--- src/rtl/neo_outport_sync.sv ---
// rtl/neo_outport_sync.sv - 68K output/bank latch with strobe synchronizer and pulse-mode ports
module neo_outport_sync #(
  parameter int NUM_PORTS = 2,
  parameter int PORT_W    = 3,
  parameter int BNK_W     = 3,
  parameter int PULSE_W   = 8
) (
  input  logic                        clk_i,
  input  logic                        reset_i,
  input  logic                        clk_en_i,
  input  logic                        nbitwd0_i,
  input  logic [1:0]                  m68k_addr_i,
  input  logic [7:0]                  m68k_data_i,
  output logic [NUM_PORTS*PORT_W-1:0] p_out_o,
  output logic [BNK_W-1:0]            bnk_o,
  output logic                        wr_stb_o,
  output logic                        busy_o
);

  // Strobe synchronizer and the address/data pipeline that tracks it
  logic                 s1_q, s2_q, s3_q;
  logic [1:0]           addr_s1_q, addr_s2_q;
  logic [7:0]           data_s1_q, data_s2_q;
  logic                 commit_d, commit_q;
  logic [1:0]           cmd_addr_q;
  logic [7:0]           cmd_data_q;

  // Register file
  logic [BNK_W-1:0]     bnk_q;
  logic [NUM_PORTS-1:0] mode_q;
  logic [PULSE_W-1:0]   plen_q;
  logic                 wr_stb_q;
  logic [PORT_W-1:0]    port_q [NUM_PORTS];
  logic [PULSE_W-1:0]   cnt_q  [NUM_PORTS];

  logic                 wr_out, wr_bnk, wr_mode, wr_plen;

  // Falling edge of the strobe as seen after two synchronizing flops
  assign commit_d = ~s2_q & s3_q;

  // Sample strobe, address and data; addr/data age alongside s1->s2 so the
  // captured copy is the one sampled on the edge that first saw the strobe low
  always_ff @(posedge clk_i) begin
    if (reset_i) begin
      s1_q       <= 1'b0;
      s2_q       <= 1'b0;
      s3_q       <= 1'b0;
      addr_s1_q  <= '0;
      addr_s2_q  <= '0;
      data_s1_q  <= '0;
      data_s2_q  <= '0;
      commit_q   <= 1'b0;
      cmd_addr_q <= '0;
      cmd_data_q <= '0;
    end else begin
      s1_q      <= nbitwd0_i;
      s2_q      <= s1_q;
      s3_q      <= s2_q;
      addr_s1_q <= m68k_addr_i;
      addr_s2_q <= addr_s1_q;
      data_s1_q <= m68k_data_i;
      data_s2_q <= data_s1_q;
      commit_q  <= commit_d;
      if (commit_d) begin
        cmd_addr_q <= addr_s2_q;
        cmd_data_q <= data_s2_q;
      end
    end
  end

  assign wr_out  = commit_q && (cmd_addr_q == 2'd0);
  assign wr_bnk  = commit_q && (cmd_addr_q == 2'd1);
  assign wr_mode = commit_q && (cmd_addr_q == 2'd2);
  assign wr_plen = commit_q && (cmd_addr_q == 2'd3);

  // Apply committed writes and run the per-port pulse counters
  always_ff @(posedge clk_i) begin
    if (reset_i) begin
      bnk_q    <= '0;
      mode_q   <= '0;
      plen_q   <= '0;
      wr_stb_q <= 1'b0;
      for (int i = 0; i < NUM_PORTS; i++) begin
        port_q[i] <= '0;
        cnt_q[i]  <= '0;
      end
    end else begin
      wr_stb_q <= commit_q;
      if (wr_bnk)  bnk_q  <= cmd_data_q[BNK_W-1:0];
      if (wr_mode) mode_q <= cmd_data_q[NUM_PORTS-1:0];
      if (wr_plen) plen_q <= PULSE_W'(cmd_data_q);
      for (int i = 0; i < NUM_PORTS; i++) begin
        if (wr_out) begin
          // A commit beats a coincident tick: reload without decrementing
          port_q[i] <= cmd_data_q[i*PORT_W +: PORT_W];
          cnt_q[i]  <= mode_q[i] ? plen_q : '0;
        end else if (wr_mode && !cmd_data_q[i]) begin
          // Leaving pulse mode stops the counter but keeps the value
          cnt_q[i] <= '0;
        end else if (clk_en_i && (cnt_q[i] != '0)) begin
          cnt_q[i] <= cnt_q[i] - PULSE_W'(1);
          if (cnt_q[i] == PULSE_W'(1)) port_q[i] <= '0;
        end
      end
    end
  end

  // Any running counter means a pulse is still in flight
  always_comb begin
    busy_o = 1'b0;
    for (int i = 0; i < NUM_PORTS; i++) begin
      busy_o = busy_o | (cnt_q[i] != '0);
    end
  end

  for (genvar g = 0; g < NUM_PORTS; g++) begin : g_port
    assign p_out_o[g*PORT_W +: PORT_W] = port_q[g];
  end

  assign bnk_o    = bnk_q;
  assign wr_stb_o = wr_stb_q;

endmodule

--- config.mk ---
export PLATFORM = sky130hd
export DESIGN_NAME = neo_outport_sync
export DESIGN_NICKNAME = d
export VERILOG_FILES = /design/src/rtl/neo_outport_sync.sv
export SDC_FILE = /design/constraint.sdc
export NUM_CORES = 1
export LEC_CHECK = 0
export CORE_ASPECT_RATIO = 2
export CORE_MARGIN = 1.5
export CORE_UTILIZATION = 40
export DETAILED_ROUTE_END_ITERATION = 10
export HOLD_SLACK_MARGIN = 0.02
export PLACE_DENSITY_LB_ADDON = 0.08
export SLEW_MARGIN = 20
export SYNTH_ARGS = -nofsm -noshare
export SYNTH_HDL_FRONTEND = slang
export SYNTH_SLANG_ARGS = --single-unit
--- constraint.sdc ---
create_clock -name clk_i -period 2.2 [get_ports clk_i]
set_input_delay 0.33 -clock clk_i [delete_from_list [all_inputs] [get_ports clk_i]]
set_output_delay 0.33 -clock clk_i [all_outputs]
set_load 0.02 [all_outputs]
==> results.sh, run 1 <==
export IMPL_fin_nets=338
export IMPL_drive_gt1_frac=0.130
export IMPL_grt_pass1_wl_um=9490
export IMPL_final_setup_skew_ns=0.00222
export IMPL_first_iter_violations=60
export IMPL_grt_pass1_vias=1972
export IMPL_grt_util_met2=0.311
export IMPL_place_congestion=0.751
export IMPL_grtUsageMet1=0.156
export IMPL_vdd_ir_drop_max_mv=0.622
export IMPL_dp_hpwl_um=4180
export IMPL_drtPass1Iterations=4
export IMPL_max_freq_mhz=479
export IMPL_htree_num_levels=3
export IMPL_cts_tree="built"
export IMPL_ys_warn_count=0
export IMPL_critical_path_arrival_ns=1.76
export IMPL_layout_common_cells="dfxtp_1, nand2_1, nor2b_1"
export IMPL_worstPathRequired_ns=1.87
export IMPL_remaining_drc_errors=0
export IMPL_synth_area_um2=2830
export IMPL_synth_seq_area_share=0.562
export IMPL_worst_setup_path_type="reg2out"
export IMPL_num_rows=43
export IMPL_antennaDiodeCount=0
export IMPL_final_core_utilization=0.522
export IMPL_finalHoldViolCount=0
export IMPL_ys_types=38
export IMPL_post_cts_buffers=0
export IMPL_worst_pin_slew_ns=0.777
export IMPL_wl_per_cell_um=13.7
export IMPL_die_w_um=62.5
export IMPL_root_buffer="clkbuf_16"
export IMPL_setup_viol=0
export IMPL_final_area_um2=3590
export IMPL_cap_viol_max_count=0
export IMPL_ys_async_sr_fraction=0
export IMPL_critical_path_max_fanout=2
export IMPL_timing_rr_start="cnt_q[0][1]$_SDFFCE_PN0P_"
export IMPL_nFillCells=700
export IMPL_worstSetupStartpointType="register"
export IMPL_postSynthCellCount=278
export IMPL_cts_made_buffers=9
export IMPL_power_leakage_nw=1.41
export IMPL_synth_simple_area_share=0.202
export IMPL_synthMuxAreaShare=0.0495
export IMPL_synth_nets=297
export IMPL_ant_nets=0
export IMPL_cp_startpoint="cnt_q[1][2]$_DFFE_PP_"
export IMPL_grt_ovfl_total=0
export IMPL_grt_max_degree=48
export IMPL_layout_min_cycle_time_ns=2.09
export IMPL_synth_xor_area_frac=0.0309
export IMPL_synth_flop_cell="dfxtp_1"
export IMPL_vias=2039
export IMPL_hold_buffers=0
export IMPL_die_h_um=122
export IMPL_avgSynthCellArea_um2=10.2
export IMPL_status="finished, final reports clean"
export IMPL_cp_end_kind="primary output"
export IMPL_vias_per_cell=4.93
export IMPL_grt_usage=0.166
export IMPL_placed_area_um2=3260
export IMPL_hold_path_class="in2reg"
export IMPL_cts_num_sinks=70
export IMPL_max_slew_margin=0.480
export IMPL_antenna_found_initial=0
export IMPL_synth_compound_area_frac=0.101
export IMPL_synth_seq_cells=70
export IMPL_area_delta_synth_final_pct=26.9
export IMPL_synth_edf_count=19
export IMPL_min_from="reset_i"
export IMPL_dpl_worst_slack_ns=-0.0411
export IMPL_fin_crit_sh=0.950
export IMPL_met3_usage=0.0379
export IMPL_grt_setup_unrepaired="yes"
export IMPL_cts_clk_slew_worst_paths_ns=0.05
export IMPL_core_area_um2=6890
export IMPL_clockBufferDepth=2
export IMPL_timing_final_ws_setup_ns=0.111
export IMPL_power_density_nw_per_um2=931
export IMPL_die_area_um2=7630
export IMPL_drv_slew=0
export IMPL_io_pin_count=25
export IMPL_synth_fa_ha_area_frac=0.0221
export IMPL_mostFrequentLayoutCell="dfxtp_1"
export IMPL_top_usage_layer="met2"
export IMPL_synth_top_family_by_area="simple AND/OR/NAND/NOR gates"
export IMPL_portBuffers=24
export IMPL_start_util=0.411
export IMPL_finalWirelength_um=5690
export IMPL_clock_latency_ns=0.32
## power by group
group	internal [mW]	switching [mW]	total [mW]
clock	1.03	0.497	1.53
combinational	0.191	0.187	0.378
sequential	1.40	0.0394	1.44
total	2.62	0.724	3.35
## metrics by stage
stage	power [mW]	hold WS, ns	setup TNS, ns	instances
floorplan	1.70	0.414	0	278
global placement	1.84	0.416	-0.0875	398
detailed placement	1.85	0.424	-0.123	398
CTS	3.39	0.313	0	414
global route	3.50	0.340	-0.124	414
finish	3.35	0.316	0	414
## sequential cells by signal (all words and copies together), names as in the netlist
register,count
commit_q,1
cmd_data_q,8
addr_s2_q,2
mode_q,2
cmd_addr_q,2
cnt_q,16
s1_q,1
addr_s1_q,2
data_s1_q,8
plen_q,8
port_q,6
bnk_o,3
wr_stb_o,1
s3_q,1
data_s2_q,8
s2_q,1
## logic make-up (layout without fill, tap and decap cells)
| group | count (synthesis) | in the layout |
|---|---|---|
| and+or+nand+nor | 108 | 108 |
| buffers and inverters | 21 | 67 |
| DFF | 70 | 70 |
| adders and majority gates | 5 | 5 |
| AOI/OAI and AO/OA | 50 | 50 |
| muxes | 14 | 14 |
| xor gates and xnor gates | 10 | 10 |
## Yosys cell counts (2+ instances only)
cell type  instances  area (um2)
nand3b_1           2        15.0
mux2i_1           14         140
nor4_1             4        25.0
o211ai_1           2        15.0
nor3_1             3        15.0
clkbuf_1           9        33.8
dfxtp_1           51        1020
nor2b_1           26         163
inv_1              7        26.3
o21ai_0           14        70.1
o22ai_1            8        50.1
nor3b_1            3        22.5
and2_1             5        31.3
or2_2              2        12.5
nand3_1            3        15.0
nor2_1            19        71.3
edfxtp_1          19         571
a21oi_1           17        85.1
o21ai_1            5        25.0
buf_2              2        10.0
nand2b_1           2        12.5
nand2_1           33         124
ha_1               5        62.6
xnor2_1            9        78.8
## area by class of cell
type,instances,area (um2),share of cell area
repair buffers,44,380,0.106
multi-input cells,187,1150,0.320
inverters,7,26.3,0.00731
well taps,90,113,0.0313
clock buffers,16,335,0.0933
flip-flops and latches,70,1590,0.443
## worst max-delay path: stages (launching register included)
cell	delay [ns]
edfxtp_1	0.37
or4_4	0.57
nor4b_4	0.24
nand3_1	0.09
buf_2	0.16
## per-layer routing
layer	vias up	share of wire	wire length, um
met1	959	0.37	2130
met4	0	0.045	255
met3	14	0.021	119
li1	1034	-	-
met5	-	0	0
met2	32	0.56	3180
## what timing repair did
| item | in CTS | in global routing |
|---|---|---|
| pin swaps | 0 | 0 |
| setup endpoints to repair | 1 | 3 |
| resized for setup | 4 | 0 |
## worst paths after layout
path,end,slack (ns),depth (start not counted)
max,busy_o,0.11,4
min,mode_q[0]$_SDFFE_PP0N_,0.32,2
max reg2reg,port_q[0][2]$_SDFFCE_PP0P_,0.13,7
min reg2reg,cmd_addr_q[1]$_SDFFE_PP0P_,0.43,2
No activity file was read; power rests on OpenSTA's default activity.
==> run 2, diff against run 1 <==
==> constraint.sdc (replaced) <==
create_clock -name clk_i -period 2.3 [get_ports clk_i]
set_input_delay 0.345 -clock clk_i [delete_from_list [all_inputs] [get_ports clk_i]]
set_output_delay 0.345 -clock clk_i [all_outputs]
set_load 0.02 [all_outputs]
==> run 2 against run 1 <==
Effect of this change:
- sequential share of layout area rose by 0.14 points
- cell count fell by 0.48%
- first-iteration DRC count fell by 12%
- cell area fell by 0.31%
- register-to-register slack improved by 0.10 ns
==> results.sh, run 2 (same netlist as run 1, synthesis figures left out) <==
export IMPL_max_freq_mhz=473
export IMPL_antennaDiodeCount=0
export IMPL_worst_pin_slew_ns=0.740
export IMPL_cts_made_buffers=9
export IMPL_grt_setup_unrepaired="no"
export IMPL_cap_viol_max_count=0
export IMPL_ant_nets=0
export IMPL_place_congestion=0.733
export IMPL_antenna_found_initial=0
export IMPL_power_leakage_nw=1.41
export IMPL_clockBufferDepth=2
export IMPL_max_slew_margin=0.505
export IMPL_critical_path_max_fanout=2
export IMPL_clock_power_share=0.457
export IMPL_area_delta_synth_final_pct=26.5
export IMPL_layout_min_cycle_time_ns=2.11
export IMPL_top_register="cnt_q"
export IMPL_status="finished, final reports clean"
export IMPL_hold_buffers=0
export IMPL_vias_per_cell=4.90
export IMPL_crit_buf_inv=1
export IMPL_power_density_nw_per_um2=891
export IMPL_critical_path_arrival_ns=1.77
export IMPL_grt_pass1_vias=1971
export IMPL_portBuffers=24
export IMPL_die_w_um=62.5
export IMPL_drive_gt1_frac=0.127
export IMPL_path_cells="or4_4, nor4b_4, nand3_1, clkbuf_2"
export IMPL_die_h_um=122
export IMPL_core_area_um2=6890
export IMPL_die_area_um2=7630
export IMPL_power_switching_mw=0.686
export IMPL_path_delay_family="simple AND/OR/NAND/NOR gates"
export IMPL_mostFrequentLayoutCell="dfxtp_1"
export IMPL_worstPathRequired_ns=1.96
export IMPL_wl_per_cell_um=14.0
export IMPL_root_buffer="clkbuf_16"
export IMPL_timing_final_ws_setup_ns=0.187
export IMPL_start_util=0.411
export IMPL_htree_num_levels=3
export IMPL_fin_nets=336
export IMPL_finalHoldViolCount=0
export IMPL_cts_num_sinks=70
export IMPL_pwr_share_comb=0.110
export IMPL_fin_crit_sh=0.919
export IMPL_setup_viol=0
export IMPL_vdd_ir_drop_max_mv=0.886
export IMPL_remaining_drc_errors=0
export IMPL_final_setup_skew_ns=0.00671
export IMPL_cts_clk_slew_worst_paths_ns=0.05
export IMPL_largest_reg_flops=16
export IMPL_dp_hpwl_um=4290
export IMPL_grt_usage=0.166
export IMPL_io_pin_count=25
export IMPL_critPathMaxStageDelay_ns=0.56
export IMPL_worstSetupStartpointType="register"
export IMPL_cp_end_kind="primary output"
export IMPL_pwr_share_seq=0.433
export IMPL_worst_setup_path_type="reg2out"
export IMPL_first_iter_violations=53
export IMPL_drv_slew=0
export IMPL_layout_common_cells="dfxtp_1, nand2_1, nor2b_1"
export IMPL_internal_power_mw=2.51
export IMPL_dpl_worst_slack_ns=0.0961
export IMPL_grt_pass1_wl_um=9290
export IMPL_num_rows=43
export IMPL_clock_latency_ns=0.33
export IMPL_hold_path_class="in2reg"
export IMPL_crit_slowest_cell="or4_4"
export IMPL_grt_max_degree=41
export IMPL_tns_ns=0
export IMPL_switching_share=0.215
export IMPL_vias=2018
export IMPL_finalWirelength_um=5760
export IMPL_cts_tree="built"
export IMPL_drtPass1Iterations=4
export IMPL_grt_ovfl_total=0
run 2: cell count changes in the layout (fill, tap and decap cells not counted), sizes merged:
cell    previous run  this run
buf               22        19
clkbuf            16        17
run 2: power by group through the flow:
stage | clock network [mW] | registers (mW) | logic [mW]
finish | 1.46 | 1.38 | 0.351
global route | 1.54 | 1.39 | 0.392
floorplan | 0 | 1.41 | 0.215
detailed placement | 0 | 1.41 | 0.349
global placement | 0 | 1.41 | 0.349
CTS | 1.51 | 1.38 | 0.353
run 2: worst register-to-register path, stage by stage, from the launching register on:
cell      delay, ns
edfxtp_1       0.36
inv_1          0.07
ha_1           0.20
nor3b_1        0.14
buf_4          0.16
a21oi_2        0.16
or3b_1         0.37
o21ai_0        0.18
buf_4          0.16
run 2: routing by layer:
layer  global-route usage  part of all wire  up-vias  routed length, um
li1                     -                 -     1037                  -
met4               0.0958             0.034        0                193
met1                0.147              0.37      940               2130
met3               0.0360             0.021       11                121
met2                0.332              0.58       30               3320
met5                    0                 0        -                  0
run 2: through the flow:
step | std cells | util | total power [mW] | hold slack, ns | area [um2]
final | 412 | 0.520 | 3.19 | 0.380 | 3580
after detailed placement | 396 | 0.472 | 1.76 | 0.422 | 3250
after floorplan | 278 | - | 1.63 | 0.414 | 2830
after global placement | 396 | 0.472 | 1.75 | 0.416 | 3250
after CTS | 412 | 0.521 | 3.25 | 0.374 | 3580
after global routing | 412 | 0.520 | 3.33 | 0.408 | 3580
run 2: path summary, 6_finish.rpt:
path	slack, ns	startpoint	cells past startpoint	end
setup / recovery	0.19	cnt_q[1][2]$_DFFE_PP_	4	busy_o
hold / removal	0.38	reset_i	2	plen_q[0]$_SDFFE_PP0P_
setup reg to reg	0.23	cnt_q[0][1]$_SDFFCE_PN0P_	8	port_q[0][0]$_SDFFCE_PP0P_
hold reg to reg	0.43	addr_s2_q[0]$_SDFF_PP0_	2	cmd_addr_q[0]$_SDFFE_PP0P_
run 2: final cells by class:
cell class                      instances  area, um2
Timing Repair Buffer                   42        365
Sequential cell                        70       1590
Clock buffer                           16        335
Tap cell                               90        113
Fill cell                             699       3300
Inverter                                7       26.3
Multi-Input combinational cell        187       1150
run 2: what timing repair did:
action	4_1_cts	5_1_grt
hold endpoints to repair	0	0
pin swaps	0	0
gates resized for setup	2	2
buffers inserted	0	0
endpoints found under the setup margin	1	4
gates cloned	0	0
==> run 3, diff against run 2 <==
--- a/config.mk
+++ b/config.mk
@@ -8,6 +8,7 @@
 export CORE_ASPECT_RATIO = 2
 export CORE_MARGIN = 1.5
 export CORE_UTILIZATION = 40
+export CTS_BUF_LIST = sky130_fd_sc_hd__clkbuf_8
 export DETAILED_ROUTE_END_ITERATION = 10
 export HOLD_SLACK_MARGIN = 0.02
 export PLACE_DENSITY_LB_ADDON = 0.08
==> run 3 against run 2 <==
Effect of this change:
- cell count unchanged
- die area unchanged
- sequential cell count unchanged
- hold slack got worse by 0.010 ns
- total power decreased by 8.3%
- count of clock-buffer cells in the layout decreased by 5
- critical path depth unchanged
- worst setup slack got worse by 0.018 ns
- sequential power about the same
- sequential share of layout area increased by 1.1 points
- critical path type unchanged
- critical endpoint unchanged
- largest cell class unchanged
==> results.sh, run 3 (same netlist as run 1, synthesis figures left out) <==
export IMPL_power_leakage_nw=1.37
export IMPL_seq_area_um2=1590
export IMPL_final_core_utilization=0.508
export IMPL_layout_min_cycle_time_ns=2.13
export IMPL_drtPass1Iterations=4
export IMPL_path_cells="or4_4, nor4b_4, nand3_1, clkbuf_2"
export IMPL_num_rows=43
export IMPL_switching_share=0.218
export IMPL_cp_end_kind="primary output"
export IMPL_fin_crit_sh=0.926
export IMPL_power_switching_mw=0.639
export IMPL_hold_slack_ns=0.370
export IMPL_clockBufferDepth=2
export IMPL_clock_power_share=0.409
export IMPL_internal_power_mw=2.29
export IMPL_antennaDiodeCount=0
export IMPL_vias_per_cell=4.86
export IMPL_io_pin_count=25
export IMPL_worstSetupStartpointType="register"
export IMPL_nFillCells=710
export IMPL_grt_setup_unrepaired="no"
export IMPL_max_freq_mhz=469
export IMPL_worst_setup_path_type="reg2out"
export IMPL_portBuffers=24
export IMPL_cts_clk_slew_worst_paths_ns=0.07
export IMPL_pwr_share_comb=0.120
export IMPL_critical_path_arrival_ns=1.79
export IMPL_grt_pass1_wl_um=9300
export IMPL_top_register="cnt_q"
export IMPL_finalWirelength_um=5750
export IMPL_grt_ovfl_total=0
export IMPL_grt_usage=0.165
export IMPL_tns_ns=0
export IMPL_core_area_um2=6890
export IMPL_mostFrequentLayoutCell="dfxtp_1"
export IMPL_setup_viol=0
export IMPL_final_setup_skew_ns=0.00385
export IMPL_grt_max_degree=41
export IMPL_finalHoldViolCount=0
export IMPL_die_area_um2=7630
export IMPL_critPathMaxStageDelay_ns=0.56
export IMPL_start_util=0.411
export IMPL_pwr_share_seq=0.471
export IMPL_cap_viol_max_count=0
export IMPL_htree_num_levels=3
export IMPL_worstPathRequired_ns=1.96
export IMPL_clock_latency_ns=0.33
export IMPL_post_cts_buffers=0
export IMPL_vdd_ir_drop_max_mv=0.604
export IMPL_power_density_nw_per_um2=837
export IMPL_layout_common_cells="dfxtp_1, nand2_1, nor2b_1"
export IMPL_crit_slowest_cell="or4_4"
export IMPL_die_w_um=62.5
export IMPL_cts_made_buffers=9
export IMPL_max_slew_margin=0.509
export IMPL_antenna_found_initial=0
export IMPL_drive_gt1_frac=0.127
export IMPL_area_delta_synth_final_pct=23.5
export IMPL_fin_nets=336
export IMPL_die_h_um=122
export IMPL_hold_path_class="in2reg"
export IMPL_grt_pass1_vias=1964
export IMPL_multi_input_area_um2=1150
export IMPL_critical_path_max_fanout=2
export IMPL_status="finished, final reports clean"
export IMPL_drv_slew=0
export IMPL_remaining_drc_errors=0
export IMPL_largest_reg_flops=16
export IMPL_cts_tree="built"
export IMPL_cts_num_sinks=70
export IMPL_wl_per_cell_um=14.0
export IMPL_hold_buffers=0
export IMPL_dp_cells=396
export IMPL_stdcell_count=412
export IMPL_place_congestion=0.733
export IMPL_root_buffer="clkbuf_8"
export IMPL_dp_hpwl_um=4290
export IMPL_worst_pin_slew_ns=0.733
export IMPL_ant_nets=0
export IMPL_vias=2002
export IMPL_first_iter_violations=64
## run 3: cell count changes in the layout (fill, tap and decap cells not counted), sizes merged
cell	change
clkbuf	-5
bufinv	+3
inv	+2
## run 3: critical path, delay by kind of cell (launching register included)
kind                   cells  cell delay [ns]
AND/OR/NAND/NOR            3             0.91
flip-flops                 1             0.38
buffers and inverters      1             0.16
## run 3: path summary, 6_finish.rpt
| path | slack [ns] | depth (start not counted) | to | start |
|---|---|---|---|---|
| max | 0.17 | 4 | busy_o | cnt_q[1][2]$_DFFE_PP_ |
| min | 0.37 | 2 | plen_q[0]$_SDFFE_PP0P_ | reset_i |
| max reg2reg | 0.22 | 8 | port_q[0][0]$_SDFFCE_PP0P_ | cnt_q[0][1]$_SDFFCE_PN0P_ |
| min reg2reg | 0.44 | 2 | cmd_addr_q[0]$_SDFFE_PP0P_ | addr_s2_q[0]$_SDFF_PP0_ |
## run 3: cell type report
class | count | share of cell area
Inverter | 7 | 0.00751
Sequential cell | 70 | 0.455
Clock buffer | 11 | 0.0433
Timing Repair Buffer | 42 | 0.104
Multi-Input combinational cell | 187 | 0.330
Clock inverter | 5 | 0.0279
Tap cell | 90 | 0.0322
## run 3: power by group through the flow
| stage | Combinational [mW] | Clock (mW) | Sequential (mW) |
|---|---|---|---|
| after detailed placement | 0.349 | 0 | 1.41 |
| after CTS | 0.353 | 1.23 | 1.38 |
| after global placement | 0.349 | 0 | 1.41 |
| final | 0.351 | 1.20 | 1.38 |
| after global routing | 0.391 | 1.27 | 1.39 |
| after floorplan | 0.215 | 0 | 1.41 |
## run 3: metrics by stage
step / power (mW) / setup slack (ns) / cell area [um2]
floorplan: 1.63 / 0.162 / 2830
global placement: 1.75 / 0.133 / 3250
detailed placement: 1.76 / 0.0961 / 3250
CTS: 2.97 / 0.00523 / 3500
global route: 3.05 / 0.00982 / 3500
finish: 2.93 / 0.170 / 3500
## run 3: repair_timing
| item | 4_1_cts | 5_1_grt |
|---|---|---|
| setup endpoints to repair | 1 | 4 |
| resized for setup | 2 | 2 |
| pin swaps | 0 | 0 |
## run 3: per-layer routing
metal  track usage  wire [um]  vias up
met1         0.147       2100      928
met5             0          0        -
met4        0.0833        138        0
li1              -          -     1035
met3        0.0388        140        9
met2         0.332       3370       30
